[src/rtl/apb_regfile_slave.sv]
// APB register-file responder: read-only ID and STATUS words plus read/write storage,
// with programmable wait states, PSLVERR on bad accesses and saturating transfer counters.
module apb_regfile_slave #(
  parameter int unsigned SLAVE_ID    = 0,
  parameter logic [31:0] BASE_ADDR   = 32'h8000_0000,
  parameter int unsigned DEPTH       = 16,
  parameter int unsigned WAIT_CYCLES = 1,
  parameter logic [31:0] ID_VALUE    = 32'hA9B0_0001
) (
  input  logic        HCLK,
  input  logic        HRESETn,
  input  logic [2:0]  PSELx,
  input  logic        PENABLE,
  input  logic        PWRITE,
  input  logic [31:0] PADDR,
  input  logic [31:0] PWDATA,
  output logic [31:0] PRDATA,
  output logic        PREADY,
  output logic        PSLVERR
);

  localparam int unsigned AW     = $clog2(DEPTH);
  localparam int unsigned WCW    = 4;
  localparam int unsigned NSTORE = DEPTH - 2;
  localparam logic [31:0]    SPAN        = 32'(4 * DEPTH);
  localparam logic [WCW-1:0] WAIT_INIT   = WCW'(WAIT_CYCLES);
  localparam logic [AW-1:0]  FIRST_STORE = AW'(2);
  localparam logic [1:0]     SEL_BIT     = 2'(SLAVE_ID);

  typedef enum logic {
    S_IDLE,
    S_ACCESS
  } state_e;

  state_e          state_q, state_d;
  logic [WCW-1:0]  wcnt_q, wcnt_d;
  logic [AW-1:0]   idx_q, idx_d;
  logic [31:0]     wdata_q, wdata_d;
  logic            write_q, write_d;
  logic            err_q, err_d;
  logic [15:0]     ok_cnt_q, ok_cnt_d;
  logic [15:0]     err_cnt_q, err_cnt_d;
  logic [31:0]     store_q [NSTORE];
  logic [31:0]     store_d [NSTORE];

  logic            sel_c;
  logic [31:0]     req_off_c;
  logic [AW-1:0]   req_idx_c;
  logic            req_err_c;
  logic            ready_c;
  logic [31:0]     rd_word_c;
  logic            unused_psel;

  assign sel_c       = PSELx[SEL_BIT];
  assign unused_psel = ^PSELx;

  // Decode of the address presented in the setup phase; wraps modulo 2^32.
  assign req_off_c = PADDR - BASE_ADDR;
  assign req_idx_c = req_off_c[AW+1:2];
  assign req_err_c = (PADDR[1:0] != 2'b00) | (PADDR < BASE_ADDR) | (req_off_c >= SPAN)
                   | (PWRITE & (req_idx_c < FIRST_STORE));

  assign ready_c = (state_q == S_ACCESS) && (wcnt_q == '0);

  always_comb begin
    rd_word_c = '0;
    if (idx_q == '0) begin
      rd_word_c = ID_VALUE;
    end else if (idx_q == AW'(1)) begin
      rd_word_c = {err_cnt_q, ok_cnt_q};
    end else begin
      rd_word_c = store_q[idx_q - FIRST_STORE];
    end
  end

  assign PREADY  = ready_c;
  assign PSLVERR = ready_c & err_q;
  assign PRDATA  = (ready_c & ~write_q & ~err_q) ? rd_word_c : '0;

  // Transfer sequencing, commit and counter update.
  always_comb begin
    state_d   = state_q;
    wcnt_d    = wcnt_q;
    idx_d     = idx_q;
    wdata_d   = wdata_q;
    write_d   = write_q;
    err_d     = err_q;
    ok_cnt_d  = ok_cnt_q;
    err_cnt_d = err_cnt_q;
    store_d   = store_q;
    case (state_q)
      S_IDLE: begin
        if (sel_c && !PENABLE) begin
          idx_d   = req_idx_c;
          wdata_d = PWDATA;
          write_d = PWRITE;
          err_d   = req_err_c;
          wcnt_d  = WAIT_INIT;
          state_d = S_ACCESS;
        end
      end
      S_ACCESS: begin
        if (sel_c && PENABLE) begin
          if (wcnt_q != '0) begin
            wcnt_d = wcnt_q - WCW'(1);
          end else begin
            state_d = S_IDLE;
            if (err_q) begin
              if (err_cnt_q != '1) err_cnt_d = err_cnt_q + 16'd1;
            end else begin
              if (ok_cnt_q != '1) ok_cnt_d = ok_cnt_q + 16'd1;
              if (write_q) store_d[idx_q - FIRST_STORE] = wdata_q;
            end
          end
        end else begin
          // Master abandoned the transfer; a coincident setup phase is not taken.
          state_d = S_IDLE;
        end
      end
      default: state_d = S_IDLE;
    endcase
  end

  always_ff @(posedge HCLK or posedge HRESETn) begin
    if (HRESETn) begin
      state_q   <= S_IDLE;
      wcnt_q    <= '0;
      idx_q     <= '0;
      wdata_q   <= '0;
      write_q   <= 1'b0;
      err_q     <= 1'b0;
      ok_cnt_q  <= '0;
      err_cnt_q <= '0;
      store_q   <= '{default: '0};
    end else begin
      state_q   <= state_d;
      wcnt_q    <= wcnt_d;
      idx_q     <= idx_d;
      wdata_q   <= wdata_d;
      write_q   <= write_d;
      err_q     <= err_d;
      ok_cnt_q  <= ok_cnt_d;
      err_cnt_q <= err_cnt_d;
      store_q   <= store_d;
    end
  end

endmodule

[config.mk]
export PLATFORM = sky130hd
export DESIGN_NAME = apb_regfile_slave
export DESIGN_NICKNAME = d
export VERILOG_FILES = /design/src/rtl/apb_regfile_slave.sv
export SDC_FILE = /design/constraint.sdc
export NUM_CORES = 1
export LEC_CHECK = 0
export ABC_AREA = 1
export ABC_CLOCK_PERIOD_IN_PS = 25000
export CAP_MARGIN = 20
export CORE_MARGIN = 4
export CORE_UTILIZATION = 48
export DETAILED_ROUTE_END_ITERATION = 8
export PLACE_DENSITY = 0.66
export SYNTH_ARGS = -nofsm -noshare
export SYNTH_HDL_FRONTEND = slang
export SYNTH_SLANG_ARGS = --single-unit
export TNS_END_PERCENT = 5
[constraint.sdc]
create_clock -name HCLK -period 25 [get_ports HCLK]
set_clock_uncertainty 0.1 [all_clocks]
set_input_delay 5 -clock HCLK [delete_from_list [all_inputs] [get_ports HCLK]]
set_output_delay 5 -clock HCLK [all_outputs]
set_load 0.02 [all_outputs]
Yosys cells after proc, flatten, opt, wreduce, memory -nomap -nowiden
Cells that the tools add are included.
Widths: inputs -> output; s select.

storage, ports and cells
  register bits = 523
  input bits = 71
  output and inout port bits = 34
  logic and storage cells = 81

operators by class
  add/subtract/negate cells = 5
  magnitude comparators = 5
  eq/ne operators = 6
  mux-type cells = 17
  bitwise logic cells = 12
  reductions and logical operators = 14

operators with widths
  cell                    count
  $bwmux 448              1
  $mux 32                 6
  $bmux 32 s4             1
  $demux 32 s4            1
  $add 16x1->16 const B   2
  $ge 32x7->1 const B     1
  $lt 32x32->1 const B    1
  $ne 16x16->1 const B    2
  $sub 32x32->32 const B  1
  $reduce_and 5->1        3
  $mux 4                  3
  $logic_not 4->1         2
  $pmux 4 s2              1
  $ge 5x5->1 const B      1
  $lt 5x1->1 const B      1
  $not 4->5               1
  $and 1x1->1             4
  $eq 4x1->1 const B      1
  $logic_and 1x1->1       4
  $lt 4x2->1 const B      1
  $ne 2x1->1 const B      2
  $not 1->1               4
  $reduce_bool 4->1       1
  $sub 4x1->4 const B     1
  other kinds (9)         13

Depth between registers and ports, before layout
Gate-level depths: netlist of the first run.

  depth after elaboration = 8
  mapped depth = 14
  mapped depth without buffers = 11

Worst setup path after synthesis of the first run
No wires, ideal clock.

  kind = register to output
  start = register idx_q[1]
  end = output PRDATA[20]
  arrival = 2482 ps
  setup slack = 17418 ps
  stages on the path, launching flop included = 12
  cells stage by stage = dfrtp_1 > buf_4 > clkinv_1 > clkbuf_1 > ha_1 > inv_1 > nor2_4 > clkbuf_1 > nand2_1 > nand2_1 > o21ai_0 > a21oi_1

on the way
  cells in the longest elaborated chain, start to end = 8
  elaborated cells on any way between the ends = 10
  those cells by class = 1 x add/sub; 1 x eq/ne; 6 x mux; 1 x bitwise; 1 x reduce/logical

RTL lines
  what                                        RTL line  RTL
  start, declared                             37        logic [AW-1:0] idx_q, idx_d;
  start signal, assigned                      138       idx_q <= idx_d;
  $sub 4x2->4                                 72        rd_word_c = store_q[idx_q - FIRST_STORE];
  $not 4->5 (not written as such)             72
  $bmux 32 s4                                 72
  $mux 32 (not written as such) (2 in a row)  72
  $mux 32                                     69        end else if (idx_q == AW'(1)) begin
  $mux 32 *                                   67        if (idx_q == '0) begin
  $mux 32 *                                   78        assign PRDATA = (ready_c & ~write_q & ~err_q) ? rd_word_c : '0;
  end, declared                               17        output logic [31:0] PRDATA,

Mark *: on every way between the ends. The rest lies on a longest branch, timed or not. The select of a mux whose other input is x is not followed.

Worst setup path in the final report of the first run
  start = register idx_q[0]
  end = output PRDATA[18]

The elaborated chain is that of the path after synthesis.

==> results of run 1 <==
[cell families (layout without fill, tap and decap cells)]
group	Yosys count	count (layout)	synth area share
simple gates	1187	1187	0.197
compound gates	751	751	0.179
flops	523	523	0.538
buf+inv	342	364	0.0758
xor+xnor	24	24	0.00864
fa+ha+maj	4	4	0.00206
[registers in the layout (all words and copies together), names as in the netlist]
name / count
store_q: 448
wdata_q: 32
err_cnt_q: 16
ok_cnt_q: 16
idx_q: 4
wcnt_q: 4
err_q: 1
state_q: 1
write_q: 1
[cells in the final DEF (no fill, tap or decap), types with 4 or more instances in the layout]
cell type,n
xor2_1,18
dfrtp_1,523
a22oi_1,144
nand4_1,8
nand3_1,17
nor4_1,4
o21ai_0,176
clkbuf_8,17
clkinv_2,8
ha_1,4
o21ai_1,299
inv_2,6
clkbuf_16,57
a21oi_1,41
buf_4,24
xnor2_1,6
o22ai_1,24
nand2_1,1031
o21ai_2,27
clkbuf_1,12
clkdlybuf4s50_1,102
nor3_1,17
nor2_1,77
nand3_4,11
inv_1,131
o21a_1,40
nor2_4,8
[cell usage after synthesis, drive strengths merged]
master,count
nor2,87
buf,131
nand3,29
a21oi,41
and3,1
and2,1
nand2,1032
nor4,6
or2,2
xnor2,6
nand3b,1
clkinv,1
nor3,19
clkbuf,72
dfrtp,523
o21a,40
o22ai,24
inv,138
xor2,18
nand4,9
ha,4
o21ai,502
a22oi,144
[worst paths after layout]
check,endpoint,start
max in group asynchronous,store_q[232],HRESETn
hold reg to reg,store_q[52],wdata_q[20]
hold / removal,store_q[52],wdata_q[20]
setup / recovery,PRDATA[18],idx_q[0]
setup reg to reg,store_q[23],idx_q[1]
min in group asynchronous,err_cnt_q[8],HRESETn
[per-layer routing]
metal	track usage	part of all wire	wire length, um	vias to the layer above
met1	0.359	0.43	30100	9608
met3	0.0595	0.086	5980	154
met4	0.0857	0.032	2250	2
met2	0.389	0.45	31000	733
met5	0	0.00019	13	-
li1	-	-	-	9251
[where the power goes]
group          total [uW]  switching, uW  internal [uW]
combinational         284            232           52.5
sequential            883           17.0            866
clock                 814            330            484
[worst reg2reg max path, cell delays in order, from the launching register on]
cell and delay, ps:
dfrtp_1 320, buf_4 400, clkinv_1 940, ha_1 590, nand2_1 70, nand2_1 120
nor2_2 650, buf_4 550, inv_2 130, nor2_4 520, buf_4 610, nand2_1 120
o21a_1 130
[area by class of cell]
class | instances | area [sq um] | share of cell area
sequential | 523 | 13100 | 0.485
clock buffer | 86 | 1710 | 0.0632
inverter | 139 | 529 | 0.0196
tap | 672 | 841 | 0.0312
multi-input combinational | 1966 | 9430 | 0.350
clock inverter | 10 | 100 | 0.00371
timing repair buffer | 129 | 1280 | 0.0473
[through the flow]
step | worst slack [ps] | std cells | utilization | cell area [sq um]
2_1_floorplan | 5290 | 2831 | - | 24300
3_3_place_gp | 15080 | 3427 | 0.501 | 25100
3_5_place_dp | 14990 | 3427 | 0.501 | 25100
4_1_cts | 14360 | 3523 | 0.537 | 26900
5_1_grt | 14110 | 3525 | 0.538 | 27000
6_report | 14300 | 3525 | 0.538 | 27000
==> metrics.log, run 1 <==
INFO  metric critPathMaxFanout = 52
INFO  metric nFillCells = 4513
INFO  metric yosysSeqAreaShare = 0.538
INFO  metric number_of_cells_on_the_worst_hold_path = 2
INFO  metric num-nets-final = 2888
INFO  metric ys_ff_latch = 523
INFO  metric dr_total_vias = 19700
INFO  metric detail_route.vias_per_cell = 5.60
INFO  metric crit_chain = buf_4 -> nand2_2 -> inv_2 -> buf_4 -> buf_4 -> a22oi_1 -> nand2_1 -> nand2_1 -> nand2_1 -> nor2_1 -> nor2_1 -> clkdlybuf4s50_1
INFO  metric core_area = approximately 50000 sq um
INFO  metric fp-row-count = 82
INFO  metric path_clk_slew = 60 ps
INFO  metric ioPinCount = 105
INFO  metric worstMarginPinSlew = 1140 ps
INFO  metric start_util = 0.485
INFO  metric outcome = finished clean
INFO  metric min_path_type = reg2reg
INFO  metric share_of_layout_cells_above_drive_strength_1 = 0.0613
INFO  metric fin_tns_setup = 0 ps
INFO  metric design_power_total = 1980 uW
INFO  metric cts_setup_buffers = 0
INFO  metric worst_path_dominant_cell_family = buffers and inverters
INFO  metric die_area = approximately 54000 sq um
INFO  metric global_route_wire_length_before_repair = 108000 um
INFO  metric postRouteAntennaNets = 0
INFO  metric leakage = 0.0126 uW
INFO  metric globalRouteTotalUtil = 0.254
INFO  metric synth_area_leaders = dfrtp_1 54%, nand2_1 16%, o21ai_1 6.1%
INFO  metric worst_hold_slack = 376 ps
INFO  metric cts_buffers = 54
INFO  metric areaGrowthSynthToFinish = 10.8%
INFO  metric cts_max_path_buffers = 3
INFO  metric clk_root_buffer_cell = clkbuf_16
INFO  metric antenna-diode-count = 0
INFO  metric finalHoldViolations = 0
INFO  metric powerDensity = 73.5 nW/um^2
INFO  metric gp_routability_congestion = 0.843
INFO  metric worstPathArrival = approximately 5600 ps
INFO  metric ys.warnings.count = 0
INFO  metric crit_buf_inv = 5
INFO  metric total_standard_cell_area_after_synthesis = 24300 sq um
INFO  metric htree_num_levels = 2
INFO  metric grt_remaining_overflow = 0
INFO  metric grt_pass1_vias = 19000
INFO  metric maxClockFrequency = about 0.093 GHz
INFO  metric detail_route.iter0.violations = 1937
INFO  metric largest_net_degree_at_the_start_of_global_routing = 176
INFO  metric final_period_minus_worst_setup_slack = 10700 ps
INFO  metric cts_tree = built
INFO  metric drt-wirelength-per-cell = 19.7 um
INFO  metric post-synth-top-area-cell = dfrtp_1
INFO  metric critical_path.endpoint_type = output port
INFO  metric mappedNetlistNets = 2906
INFO  metric synth.lib_cells_used.distinct = 38
INFO  metric fp.dieW = 233 um
INFO  metric synth_area_per_cell = between 8 and 9 sq um
INFO  metric synth_top_area_frac = 0.538
INFO  metric crit_cells = 12
INFO  metric io_buffer_count = 102
INFO  metric irDropWorstVdd = 49.1 uV
INFO  metric firstDrtPassIters = 5
INFO  metric clk_latency = roughly 600 ps
INFO  metric timing_max_transition_violations_final = 0
INFO  metric relSlewSlack = 0.238
INFO  metric cts.repair.resized = 0
INFO  metric crit_type = reg2out
INFO  metric post-route-drc-count = 0
INFO  metric postSynthCellCount = 2831
INFO  metric post-dp-hpwl = 37600 um
INFO  metric setup_repair_after_global_routing_missed_its_margin = no
INFO  metric slowest_stage_cell_cp = inv_2
INFO  metric setup.reg_to_reg.worst_slack = slightly below 20000 ps
INFO  metric critPathMaxStageDelay = roughly 790 ps
INFO  metric postRouteWirelength = about 69000 um
INFO  metric dieHeight = 233 um
INFO  metric cap_viol_max_count = 0
INFO  metric r2r_cells = 12
INFO  metric grt_antenna_before_repair = 1
INFO  metric finalCritPeriodShare = 0.428
INFO  metric cts_sinks = 523
INFO  metric critical_path.startpoint_type = flop
INFO  metric final-setup-viol-count = 0
INFO  metric ctsHoldBuffers = 0
INFO  metric required = 19900 ps
Power figures use the tool's default switching activity.
==> inputs of run 2 (changes only) <==
ABC_CLOCK_PERIOD_IN_PS = 10690   (was 25000)
clock period = 10.69 ns   (was 25 ns; I/O delays follow)
==> run 2 against run 1 <==
Worst hold slack better by 3.6 ps. Sequential share of layout area barely moved. Utilization about the same. Final cell count is 0.11% lower. Setup slack lost 10000 ps. Clock-buffer cell count fell by 7.
==> metrics.log, run 2 (same netlist as run 1, synthesis figures left out) <==
INFO  metric outcome = finished clean
INFO  metric clk_root_buffer_cell = clkbuf_16
INFO  metric powerDensity = 173 nW/um^2 (+130%)
INFO  metric path_common_cell = nand2_1
INFO  metric detail_route.iter0.violations = 1976 (+2.0%)
INFO  metric ctsHoldBuffers = 0 (unchanged)
INFO  metric dr_total_vias = 20000 (+1.1%)
INFO  metric ioPinCount = 105 (unchanged)
INFO  metric cts_max_path_buffers = 3 (unchanged)
INFO  metric setup.reg_to_reg.worst_slack = 6250 ps (-13380 ps)
INFO  metric areaGrowthSynthToFinish = 10.8% (about the same)
INFO  metric slowest_stage_cell_cp = buf_4
INFO  metric critPathMaxStageDelay = 770 ps (-20 ps)
INFO  metric maxClockFrequency = 0.146 GHz
INFO  metric globalRouteTotalUtil = 0.255 (+0.000413)
INFO  metric fp-row-count = 82 (unchanged)
INFO  metric critical_path.endpoint_type = output port
INFO  metric grt_antenna_before_repair = 0 (-1)
INFO  metric global_route_wire_length_before_repair = 109000 um (+0.64%)
INFO  metric internal_power_summed_over_all_cells = 3300 uW (+140%)
INFO  metric final_period_minus_worst_setup_slack = 6870 ps
INFO  metric start_util = 0.485 (unchanged)
INFO  metric critical_path.startpoint_type = flop
INFO  metric comb_power_share = 0.143 (about the same)
INFO  metric fin_tns_setup = 0 ps (unchanged)
INFO  metric setup_repair_after_global_routing_missed_its_margin = no
INFO  metric finalCritPeriodShare = 0.643
INFO  metric required = 8450 ps (-11450 ps)
INFO  metric r2r_cells = 8 (-4)
INFO  metric grt_pass1_vias = 19200 (+0.89%)
INFO  metric seq_power_share = 0.443 (-0.003)
INFO  metric crit_chain = inv_2 -> nand2_1 -> inv_2 -> buf_4 -> a22oi_1 -> nand2_1 -> nand2_1 -> nand2_1 -> nor2_1 -> nor2_1 -> clkdlybuf4s50_1
INFO  metric final-setup-viol-count = 0 (unchanged)
INFO  metric path_clk_slew = 60 ps (about the same)
INFO  metric net-switching-power = 1360 uW (+130%)
INFO  metric crit_type = reg2out
INFO  metric grt_remaining_overflow = 0 (unchanged)
INFO  metric cts_tree = built
INFO  metric antenna-diode-count = 0 (unchanged)
INFO  metric clk_latency = 610 ps (about the same)
INFO  metric fp.dieW = 233 um (unchanged)
INFO  metric cts_buffers = 53 (-1.9%)
INFO  metric cap_viol_max_count = 0 (unchanged)
INFO  metric layout.cells.most_common_list = 1031 x nand2_1, 523 x dfrtp_1, 299 x o21ai_1
INFO  metric max_flop_register = store_q
INFO  metric relSlewSlack = 0.242 (+0.00397)
INFO  metric core_area = 50200 sq um (unchanged)
INFO  metric irDropWorstVdd = 127 uV (+160%)
INFO  metric critPathMaxFanout = 58 (+12%)
INFO  metric hp-start = wdata_q[21]
INFO  metric leakage = 0.0126 uW (-0.21%)
INFO  metric dieHeight = 233 um (unchanged)
INFO  metric pwr-share-clk = 0.414 (+0.003)
INFO  metric drt-wirelength-per-cell = 19.7 um (+0.22%)
INFO  metric io_buffer_count = 102 (unchanged)
INFO  metric fin_cells = 3521 (-0.11%)
INFO  metric detail_route.vias_per_cell = 5.67 (+1.2%)
INFO  metric htree_num_levels = 2 (unchanged)
INFO  metric switching_share = 0.291 (-0.00107)
INFO  metric cts_setup_buffers = 0 (unchanged)
INFO  metric design_power_total = 4650 uW (+130%)
INFO  metric crit-reg2reg-capture = store_q[45]
INFO  metric place_inst = 3428 (+0.029%)
INFO  metric crit_path_start = idx_q[0]
INFO  metric worstPathArrival = 4630 ps (-970 ps)
INFO  metric biggest_regs = store_q x448, wdata_q x32
INFO  metric timing_max_transition_violations_final = 0 (unchanged)
INFO  metric flip_flop_count_of_the_largest_register_all_copies_and_words_added = 448 (unchanged)
INFO  metric num-nets-final = 2888 (unchanged)
INFO  metric share_of_layout_cells_above_drive_strength_1 = 0.0593 (-0.00202)
INFO  metric die_area = 54400 sq um (unchanged)
INFO  metric number_of_cells_on_the_worst_hold_path = 2 (unchanged)
INFO  metric regToRegStartpoint = idx_q[0]
INFO  metric firstDrtPassIters = 6 (+1)
INFO  metric min_to = store_q[53]
INFO  metric cts_sinks = 523 (unchanged)
INFO  metric gp_routability_congestion = 0.827 (-1.9%)
INFO  metric finalHoldViolations = 0 (unchanged)
INFO  metric post-route-drc-count = 0 (unchanged)
INFO  metric post-dp-hpwl = 38000 um (+1.0%)
INFO  metric cts.repair.resized = 0 (unchanged)
INFO  metric postRouteWirelength = 69400 um (+0.11%)
INFO  metric worstMarginPinSlew = 1140 ps (-5.95 ps)
INFO  metric min_path_type = reg2reg
INFO  metric layout.cells.most_common = nand2_1
INFO  metric postRouteAntennaNets = 0 (unchanged)
INFO  metric largest_net_degree_at_the_start_of_global_routing = 147 (-16%)
run 2: cell count changes in the layout (fill, tap and decap cells not counted), sizes merged:
| cell | change |
|---|---|
| clkinvlp | +2 |
| clkbuf | -7 |
| clkinv | -4 |
| bufinv | +4 |
| buf | +1 |
run 2: worst max-delay path by stage:
stage / slack (ps) / to
6_report: 3820 / PRDATA[16]
5_1_grt: 3590 / PRDATA[18]
4_1_cts: 3830 / PRDATA[16]
3_5_place_dp: 4500 / PRDATA[16]
3_3_place_gp: 4580 / PRDATA[16]
2_1_floorplan: 1350 / err_cnt_q[0]
run 2: layer usage:
layer / share of wire / track usage
met5: 0 / 0
met3: 0.085 / 0.0473
met4: 0.031 / 0.0893
met1: 0.43 / 0.357
met2: 0.45 / 0.401
run 2: cell type report:
class	instances	area (sq um)
Multi-Input combinational cell	1966	9430
Sequential cell	523	13100
Tap cell	672	841
Inverter	139	526
Clock buffer	79	1570
Fill cell	4536	23200
Clock inverter	12	216
Timing Repair Buffer	130	1300
run 2: stage by stage:
stage | util | area (sq um) | hold slack [ps] | setup WS [ps]
after floorplan | - | 24300 | 353 | 1350
after global placement | 0.501 | 25100 | 363 | 4580
after detailed placement | 0.501 | 25100 | 368 | 4500
after CTS | 0.536 | 26900 | 384 | 3830
after global routing | 0.538 | 27000 | 394 | 3590
final | 0.538 | 27000 | 380 | 3820
run 2: critical path, delay by kind of cell (launching register included):
kind | cells | cell delay (ps)
buf+inv | 4 | 2590
flops | 1 | 400
simple gates | 6 | 830
compound gates | 1 | 140
run 2: power by group through the flow:
stage / clock [uW] / combinational, uW / sequential, uW
after detailed placement: 0 / 651 / 2100
after floorplan: 0 / 407 / 2090
after global placement: 0 / 638 / 2100
after CTS: 1950 / 654 / 2060
after global routing: 2030 / 713 / 2070
final: 1920 / 667 / 2060
